<file path="src/rtl/mul_pkg.sv">
// mul_pkg: definitions shared by the Booth multiplier core and its
// downstream output-logic stage.
//   - mul_state_e   : exported FSM state encoding (IDLE/EXEC/DONE)
//   - DEFAULT_WIDTH : default operand width
//   - booth_sel_e   : Booth recode selection (0, +/-M, +/-2M)
// Optional build macro: BOOTH_RADIX4_EN selects radix-4 recoding
// (2 multiplier bits retired per step) instead of radix-2.
package mul_pkg;

    localparam int unsigned DEFAULT_WIDTH = 64;

`ifdef BOOTH_RADIX4_EN
    localparam int unsigned BOOTH_RADIX_BITS = 2;
`else
    localparam int unsigned BOOTH_RADIX_BITS = 1;
`endif

    typedef enum logic [1:0] {
        IDLE = 2'b00,
        EXEC = 2'b01,
        DONE = 2'b10
    } mul_state_e;

    typedef enum logic [2:0] {
        SEL_ZERO   = 3'd0,
        SEL_POS_M  = 3'd1,
        SEL_NEG_M  = 3'd2,
        SEL_POS_2M = 3'd3,
        SEL_NEG_2M = 3'd4
    } booth_sel_e;

    // Radix-4 recode of {q[i+1], q[i], q[i-1]}. A radix-2 pair {q[i], q[i-1]}
    // maps onto the same table as the window {q[i], q[i], q[i-1]}.
    function automatic booth_sel_e booth_recode(input logic [2:0] window);
        booth_sel_e sel;
        case (window)
            3'b001, 3'b010: sel = SEL_POS_M;
            3'b011:         sel = SEL_POS_2M;
            3'b100:         sel = SEL_NEG_2M;
            3'b101, 3'b110: sel = SEL_NEG_M;
            default:        sel = SEL_ZERO;
        endcase
        return sel;
    endfunction

endpackage

</file>
<file path="src/rtl/booth_step.sv">
// booth_step: one combinational Booth iteration on {U, Q, q_-1}.
// Recodes the low multiplier bits, adds 0/+-M(/+-2M) into U, then
// arithmetic-shifts the whole {U, Q, q_-1} right by the radix bit count.
// Ports:
//   m       in  WIDTH     latched multiplicand
//   u_in    in  UW        upper accumulator (UW = WIDTH + radix bits)
//   q_in    in  WIDTH     multiplier / low product bits
//   qm1_in  in  1         q_-1
//   u_out, q_out, qm1_out  next-step values
// Optional build macro: BOOTH_RADIX4_EN (radix-4 window, shift by 2).
import mul_pkg::*;

module booth_step #(
    parameter int unsigned WIDTH = DEFAULT_WIDTH,
    parameter int unsigned UW    = WIDTH + BOOTH_RADIX_BITS
) (
    input  logic [WIDTH-1:0] m,
    input  logic [UW-1:0]    u_in,
    input  logic [WIDTH-1:0] q_in,
    input  logic             qm1_in,
    output logic [UW-1:0]    u_out,
    output logic [WIDTH-1:0] q_out,
    output logic             qm1_out
);

    logic [2:0]             window;
    booth_sel_e             sel;
    logic [UW-1:0]          m_ext;
    logic [UW-1:0]          m2_ext;
    logic [UW-1:0]          sum;
    logic signed [UW+WIDTH:0] wide;
    logic signed [UW+WIDTH:0] shifted;

`ifdef BOOTH_RADIX4_EN
    assign window = {q_in[1], q_in[0], qm1_in};
`else
    assign window = {q_in[0], q_in[0], qm1_in};
`endif

    assign sel    = booth_recode(window);
    assign m_ext  = {{BOOTH_RADIX_BITS{m[WIDTH-1]}}, m};
    assign m2_ext = {m_ext[UW-2:0], 1'b0};

    always_comb begin
        sum = u_in;
        case (sel)
            SEL_POS_M:  sum = u_in + m_ext;
            SEL_NEG_M:  sum = u_in - m_ext;
            SEL_POS_2M: sum = u_in + m2_ext;
            SEL_NEG_2M: sum = u_in - m2_ext;
            default:    sum = u_in;
        endcase
    end

    assign wide    = {sum, q_in, qm1_in};
    assign shifted = wide >>> BOOTH_RADIX_BITS;

    assign u_out   = shifted[UW+WIDTH:WIDTH+1];
    assign q_out   = shifted[WIDTH:1];
    assign qm1_out = shifted[0];

endmodule

</file>
<file path="src/rtl/booth_mul_core.sv">
// booth_mul_core: sequential signed Booth multiplier (FSM, counter, registers).
// Ports:
//   clk          in   system clock, rising edge
//   reset        in   asynchronous active-high reset
//   op_start     in   start request (ignored during EXEC)
//   op_clear     in   abort/clear, priority over op_start in every state
//   multiplicand in   WIDTH signed operand M
//   multiplier   in   WIDTH signed operand Q
//   state        out  FSM state (IDLE=00, EXEC=01, DONE=10)
//   cal_result   out  2*WIDTH product; partial in EXEC, final in DONE
// Optional build macro: BOOTH_RADIX4_EN (radix-4, WIDTH/2 steps).
import mul_pkg::*;

module booth_mul_core #(
    parameter int unsigned WIDTH = DEFAULT_WIDTH
) (
    input  logic               clk,
    input  logic               reset,
    input  logic               op_start,
    input  logic               op_clear,
    input  logic [WIDTH-1:0]   multiplicand,
    input  logic [WIDTH-1:0]   multiplier,
    output logic [1:0]         state,
    output logic [2*WIDTH-1:0] cal_result
);

    localparam int unsigned UW    = WIDTH + BOOTH_RADIX_BITS;
    localparam int unsigned STEPS = WIDTH / BOOTH_RADIX_BITS;
    localparam int unsigned CW    = $clog2(WIDTH);
    localparam logic [CW-1:0] LAST_COUNT = CW'(STEPS - 1);

    mul_state_e         state_r;
    logic [WIDTH-1:0]   m_r;
    logic [UW-1:0]      u_r;
    logic [WIDTH-1:0]   q_r;
    logic               qm1_r;
    logic [CW-1:0]      count_r;
    logic [2*WIDTH-1:0] cal_result_r;

    logic [UW-1:0]      u_nxt;
    logic [WIDTH-1:0]   q_nxt;
    logic               qm1_nxt;

    booth_step #(
        .WIDTH (WIDTH),
        .UW    (UW)
    ) u_step (
        .m       (m_r),
        .u_in    (u_r),
        .q_in    (q_r),
        .qm1_in  (qm1_r),
        .u_out   (u_nxt),
        .q_out   (q_nxt),
        .qm1_out (qm1_nxt)
    );

    // Start is legal from IDLE and DONE (back-to-back); clear and illegal
    // encodings share one path back to an all-zero IDLE.
    always_ff @(posedge clk or posedge reset) begin
        if (reset) begin
            state_r      <= IDLE;
            m_r          <= '0;
            u_r          <= '0;
            q_r          <= '0;
            qm1_r        <= 1'b0;
            count_r      <= '0;
            cal_result_r <= '0;
        end else if (op_clear || !(state_r inside {IDLE, EXEC, DONE})) begin
            state_r      <= IDLE;
            m_r          <= '0;
            u_r          <= '0;
            q_r          <= '0;
            qm1_r        <= 1'b0;
            count_r      <= '0;
            cal_result_r <= '0;
        end else if (op_start && state_r != EXEC) begin
            state_r      <= EXEC;
            m_r          <= multiplicand;
            u_r          <= '0;
            q_r          <= multiplier;
            qm1_r        <= 1'b0;
            count_r      <= '0;
            cal_result_r <= {{WIDTH{1'b0}}, multiplier};
        end else if (state_r == EXEC) begin
            u_r          <= u_nxt;
            q_r          <= q_nxt;
            qm1_r        <= qm1_nxt;
            count_r      <= count_r + 1'b1;
            cal_result_r <= {u_nxt[WIDTH-1:0], q_nxt};
            if (count_r == LAST_COUNT) begin
                state_r <= DONE;
            end
        end
    end

    assign state      = state_r;
    assign cal_result = cal_result_r;

endmodule

</file>
<file path="config.mk">
export PLATFORM = sky130hd
export DESIGN_NAME = booth_mul_core
export DESIGN_NICKNAME = d
export VERILOG_FILES = /design/src/rtl/mul_pkg.sv /design/src/rtl/booth_step.sv /design/src/rtl/booth_mul_core.sv
export SDC_FILE = /design/constraint.sdc
export NUM_CORES = 1
export LEC_CHECK = 0
export CORE_ASPECT_RATIO = 1.5
export CORE_UTILIZATION = 55
export CTS_CLUSTER_DIAMETER = 80
export CTS_CLUSTER_SIZE = 25
export DETAILED_ROUTE_END_ITERATION = 8
export PLACE_DENSITY = 0.79
export SLEW_MARGIN = 20
export SYNTH_ARGS = -nofsm -noshare
export SYNTH_HDL_FRONTEND = slang
export SYNTH_HIERARCHICAL = 1
export SYNTH_SLANG_ARGS = --single-unit
</file>
<file path="constraint.sdc">
create_clock -name clk -period 10.56 [get_ports clk]
set_input_delay 2.64 -clock clk [delete_from_list [all_inputs] [get_ports clk]]
set_output_delay 2.64 -clock clk [all_outputs]
set_load 0.05 [all_outputs]
</file>
Word level (Yosys, flattened, before mapping)
Index checks and enable logic that the tools add are counted.

Input bits: 132. Output and inout port bits: 130. Bits in registers: 330.

Muxes and demuxes: 23. Reduce and logical (&&, ||, !) cells: 11. Equality and inequality tests: 14. Add/subtract/negate cells: 5.

Operators with widths (count): $mux W128 (3); $mux W64 (5); $pmux W65 S4 (1); $mux W65 (3); $add A65 B65 Y65 (2); $sub A65 B65 Y65 (2); $mux W6 (3); $eq A3 B2 Y1 const B (4); $eq A3 B3 Y1 const B (4); $pmux W3 S4 (1); $reduce_bool A3 Y1 (3); $mux W2 (4); $add A6 B1 Y6 const B (1); $eq A3 B1 Y1 const B (2); $eq A6 B6 Y1 const B (1); $reduce_or A2 Y1 (2); $mux W1 (3); $eq A2 B1 Y1 const B (1); $eq A2 B2 Y1 const B (1); $logic_not A2 Y1 (1); $ne A2 B1 Y1 const B (1); $reduce_and A2 Y1 (1); $reduce_bool A2 Y1 (1); $logic_and A1 B1 Y1 (1); other kinds (2) (2).

Longest topological paths before layout
Depth after elaboration: 8. Depth in mapped cells: 27. Gate-level depth less buffers: 25.

Modules after synthesis
The synthesis kept the hierarchy.

Modules (own cells, without submodules): booth_step (area each 11441.0 um2, times used 1, cells an instance 1722, seq. area each 0.0 um2); booth_mul_core (area each 8983.6 um2, times used 1, cells an instance 886, seq. area each 5054.8 um2).

Worst setup path after synthesis
No wires, ideal clock.

Kind: reg-to-reg. From: reg m_r[0]. To: reg u_r[64]. Period minus slack after synthesis: 5.374 ns. Arrival: 5.296 ns. Required time: 10.483 ns. Library setup time: 0.077 ns. Setup slack: 5.186 ns. Cell stages (with the launch flop): 28. Cells stage by stage: dfrtp_1 -> inv_1 -> ha_1 -> or4b_4 -> nor4_4 -> and4b_1 -> buf_2 -> and2_2 -> nand2_2 -> nor2_4 -> nand2_1 -> nor2_1 -> nor2_1 -> xnor2_1 -> ha_1 -> nand2_1 -> o211ai_1 -> nor2_1 -> o41ai_1 -> nand2b_1 -> o31ai_1 -> o221ai_1 -> xor2_1 -> or3_1 -> o211ai_1 -> buf_4 -> nand2_1 -> a21oi_1.

Cells in the longest elaborated chain, start to end: 5.

RTL lines: from (decl) (line booth_mul_core.sv:33) `logic [WIDTH-1:0] m_r;`; from (signal assigned) (line booth_mul_core.sv:78) `m_r <= multiplicand;`; $sub A65 B65 Y65 (tied with other cells) (line booth_step.sv:50) `SEL_NEG_2M: sum = u_in - m2_ext;`; $pmux W65 S4 (*) (line booth_step.sv:46) `case (sel)`; via u_nxt[63] (line booth_mul_core.sv:40) `logic [UW-1:0] u_nxt;`; $mux W65 (*) (line booth_mul_core.sv:84) `end else if (state_r == EXEC) begin`; $mux W65 (*) (line booth_mul_core.sv:76) `end else if (op_start && state_r != EXEC) begin`; $mux W65 (*) (line booth_mul_core.sv:68) `end else if (op_clear || !(state_r inside {IDLE, EXEC, DONE})) begin`; to (signal assigned) (line booth_mul_core.sv:85) `u_r <= u_nxt;`; to (decl) (line booth_mul_core.sv:34) `logic [UW-1:0] u_r;`.

The timed path passes the listed nets; every way through them passes the cells marked *. The select of a mux whose other input is x is not followed. A chain may end at the register's enable or synchronous reset.

Worst setup path after layout
From: reg m_r[2]. To: reg u_r[63].

The elaborated chain is that of the path after synthesis.

==> flow_metrics.tcl <==
set metrics [dict create \
    run_status "complete, no violations" \
    period_share_pct 64.86 \
    relative_contribution_of_combinational_cells_to_total_power_pct 40.5 \
    postCtsSetupRepairBufs 0 \
    portBuffers 261 \
    dr.first_iter.drc_count 1311 \
    power.switching_fraction_pct 41.13 \
    critPathArrivalTime_ns 7.30 \
    place_inst 3095 \
    final-max-slew-violation-count 0 \
    routed_length_on_met2_mm 34.36 \
    synth-edff-count 0 \
    dpl.hpwl_mm 51.73 \
    synth_area_per_cell_um2 7.832 \
    max-cap-violations 0 \
    cts.reportedPaths.clkPinSlew_ns 0.10 \
    routed_wl_mm 68.36 \
    crit_path_top_delay_cell "sky130_fd_sc_hd__o41ai_1" \
    clkSinkCount 202 \
    maximum_number_of_pins_on_one_net_before_global_route_repair 89 \
    critical_path.n_buffers_inverters 0 \
    report.final.hold_viol_count 0 \
    power_report.internal_total_uw 1465 \
    holdBufCountCts 0 \
    synth_area_leaders "sky130_fd_sc_hd__dfrtp_1 (25%), sky130_fd_sc_hd__ha_1 (8.1%), sky130_fd_sc_hd__a21oi_1 (8.1%)" \
    gr-total-overflow 0 \
    cp-start-kind "register" \
    synth_async_sr_flop_share_pct 100.0 \
    setup-violations-final 0 \
    finalNetCount 2894 \
    max-clock-path-buffers 3 \
    via_per_inst 6.271 \
    die_area_um2 37930 \
    detail_route.first_pass.iterations 7 \
    antennaDiodeCount 0 \
    min_path_type "register to register" \
    setup_repair_after_global_routing_missed_its_margin "no" \
    critical_path.max_stage_delay_ns 0.60 \
    power_switching_uw 1023 \
    post-route-util_pct 61.65 \
    residual_drc_count 0 \
    synthMostInstantiatedCell "sky130_fd_sc_hd__nand2_1" \
    pwr_density_cell_nw_per_um2 110.0 \
    clk-insertion-delay-late_ns 0.52 \
    routed-wl-met3_mm 3.984 \
    syn2layout_area_growth_pct 10.75 \
    power.share.clock_pct 24.5 \
    synth-seq-area-share_pct 24.75 \
    antenna_violation_net_count_after_detailed_routing 0 \
    total_cts_buffers 14 \
    worst_slew_pin_slew_ns 1.047 \
    path_max_fanout 7 \
    cp_top_family "simple AND/OR/NAND/NOR gates" \
    primary_flip_flop_cell_chosen_by_synthesis_mapping "sky130_fd_sc_hd__dfrtp_1" \
    detail_route.wl_per_cell_um 21.92 \
    ys_ff_latch 202 \
    layoutNonFillerInstCount 3118 \
    dr_total_vias 19550 \
    grt_pass1_vias 19730 \
    cts.htree.levels 1 \
    max_freq_mhz 146.0 \
    dr.max_layer_used "met4" \
    worst-setup-path-type "register to register" \
    grt_pass1_wl_mm 107.1 \
    cts_tree "yes" \
    worst_setup_path_end_kind "register" \
    cp_cell_sequence "nor3_2, nor3b_2, nor3b_4, and3_1, nand2_1, or4_1, or2_4, nor2_4, nor2_1, xnor2_1, ha_1, and3_1, nand4_1, o41ai_1, a21oi_1, o31ai_1, o221ai_1, xor2_1, or3_1, o211ai_1, nand2_1, a21oi_1" \
    cts_repair_resize_count 0 \
    met1Wirelength_mm 25.44 \
    post-synth-top-area-cell "sky130_fd_sc_hd__dfrtp_1" \
    min_period_ns 6.849 \
    final.setup_skew_ns 0.02393 \
    power.sequential.fraction_pct 35.0 \
    gp_routability_congestion 0.9982 \
    top_post_synthesis_cells_by_count "sky130_fd_sc_hd__nand2_1 (438), sky130_fd_sc_hd__a21oi_1 (329), sky130_fd_sc_hd__dfrtp_1 (202)" \
    post_synth_inst_count 2608 \
    grt_antenna_before_repair 0 \
    synth_area_um2 20420 \
    max-vdd-ir-drop_mv 0.1476 \
    initial_standard_cell_utilization_of_the_core_pct 55.66 \
    finalHoldWorstSlack_ns 0.5433 \
    netlist.area_leader.share_pct 24.75 \
    relSlewSlack_pct 29.95 \
    clockRootBuffer "sky130_fd_sc_hd__clkbuf_16" \
    synthDistinctLibCells 99 \
    fraction_of_final_layout_cells_sized_beyond_drive_strength_1_pct 4.100 \
    finalSetupTns_ns 0 \
    yosysWarnings 6 \
    cp_data_required_time_ns 11.01 \
    total_global_route_track_usage_pct 35.44 \
    io_pins 262 \
    cellLeakagePower_uw 0.009672 \
    placeable_core_region_um2 36690 \
    dieHeight_um 238.0 \
    syn_nets 2874 \
    placement_rows 86 \
    chipWidth_um 159.3 \
]
[cell usage in the layout (no fill, tap or decap), types with 16 or more instances in the layout]
master                              n
sky130_fd_sc_hd__buf_4             18
sky130_fd_sc_hd__a21o_1            52
sky130_fd_sc_hd__o21bai_1          16
sky130_fd_sc_hd__o21ai_0          104
sky130_fd_sc_hd__nor3_1            49
sky130_fd_sc_hd__nor2_1           161
sky130_fd_sc_hd__nand3_1           39
sky130_fd_sc_hd__xor2_1            87
sky130_fd_sc_hd__a211oi_1          29
sky130_fd_sc_hd__clkdlybuf4s50_1  259
sky130_fd_sc_hd__ha_1             130
sky130_fd_sc_hd__xnor2_1          144
sky130_fd_sc_hd__and3_1            16
sky130_fd_sc_hd__nand4_1           32
sky130_fd_sc_hd__a31oi_1           19
sky130_fd_sc_hd__nor4_1            18
sky130_fd_sc_hd__inv_1             47
sky130_fd_sc_hd__a21oi_1          329
sky130_fd_sc_hd__nand2_1          437
sky130_fd_sc_hd__o211ai_1          22
sky130_fd_sc_hd__o21a_1            22
sky130_fd_sc_hd__dfrtp_1          202
sky130_fd_sc_hd__o31ai_1           16
sky130_fd_sc_hd__nand2b_1          19
sky130_fd_sc_hd__mux2_1            60
sky130_fd_sc_hd__a22o_1            65
[final timing paths]
| kind | end | slack, ns | from | cells past startpoint |
|---|---|---|---|---|
| max in group asynchronous | m_r[48]$_DFFE_PP0P_ | 6.81 | reset | 3 |
| min in group asynchronous | q_r[10]$_DFFE_PP0P_ | 2.54 | reset | 2 |
| worst min register to register | q_r[43]$_DFFE_PP0P_ | 0.54 | q_r[44]$_DFFE_PP0P_ | 2 |
| worst min-delay path | q_r[43]$_DFFE_PP0P_ | 0.54 | q_r[44]$_DFFE_PP0P_ | 2 |
| worst max register to register | u_r[63]$_DFFE_PP0P_ | 3.71 | m_r[2]$_DFFE_PP0P_ | 22 |
| worst max-delay path | u_r[63]$_DFFE_PP0P_ | 3.71 | m_r[2]$_DFFE_PP0P_ | 22 |
[metrics by stage]
stage / setup slack [ns] / instance area [um2] / total power (uW)
finish: 3.711 / 22620 / 2488
global route: 3.363 / 22620 / 2614
CTS: 3.854 / 22590 / 2492
detailed placement: 3.900 / 22130 / 1876
global placement: 4.058 / 22130 / 1864
floorplan: 2.409 / 20420 / 1626
[per-layer routing]
metal / track usage (%) / vias to the layer above
met5: 0 / -
met4: 23.08 / 0
met3: 5.041 / 256
met2: 64.07 / 796
met1: 38.66 / 9331
li1: - / 9170
[state kept, by name, indices dropped and copies added (netlist names)]
name / cells
q_r: 63
count_r: 6
m_r: 64
cal_result: 1
u_r: 65
qm1_r: 1
state: 2
[power groups by stage]
stage,combinational [uW],sequential (uW),clock (uW)
global placement,980,884,0
detailed placement,990,886,0
CTS,997,871,625
floorplan,698,928,0
finish,1010,872,610
global route,1090,878,647
[kinds of logic after synthesis]
logic type	count (synthesis)	share of synthesized area, %
adders and majority gates	134	8.282
buffers and inverters	327	9.201
DFF	202	24.75
xor gates and xnor gates	231	9.906
muxes	74	4.062
AOI/OAI and AO/OA	771	24.23
and+or+nand+nor	869	19.57
[worst register-to-register path: stages (launching register included)]
cell                       delay (ns)
sky130_fd_sc_hd__dfrtp_1         0.47
sky130_fd_sc_hd__nor3_2          0.29
sky130_fd_sc_hd__nor3b_2         0.40
sky130_fd_sc_hd__nor3b_4         0.45
sky130_fd_sc_hd__and3_1          0.46
sky130_fd_sc_hd__nand2_1         0.19
sky130_fd_sc_hd__or4_1           0.49
sky130_fd_sc_hd__or2_4           0.28
sky130_fd_sc_hd__nor2_4          0.14
sky130_fd_sc_hd__nor2_1          0.07
sky130_fd_sc_hd__xnor2_1         0.17
sky130_fd_sc_hd__ha_1            0.40
sky130_fd_sc_hd__and3_1          0.27
sky130_fd_sc_hd__nand4_1         0.21
sky130_fd_sc_hd__o41ai_1         0.60
sky130_fd_sc_hd__a21oi_1         0.21
sky130_fd_sc_hd__o31ai_1         0.54
sky130_fd_sc_hd__o221ai_1        0.25
sky130_fd_sc_hd__xor2_1          0.21
sky130_fd_sc_hd__or3_1           0.31
sky130_fd_sc_hd__o211ai_1        0.12
sky130_fd_sc_hd__nand2_1         0.08
sky130_fd_sc_hd__a21oi_1         0.14
[layout make-up]
| class | count | area (um2) |
|---|---|---|
| fillers | 3306 | 14070 |
| multi-input cells | 2079 | 13530 |
| flip-flops and latches | 202 | 5055 |
| repair buffers | 280 | 2765 |
| well taps | 484 | 605.6 |
| clock buffers | 15 | 375.4 |
| inverters | 51 | 200.2 |
| clock inverters | 7 | 90.09 |
Note: power is estimated with default switching activity, not from simulation.
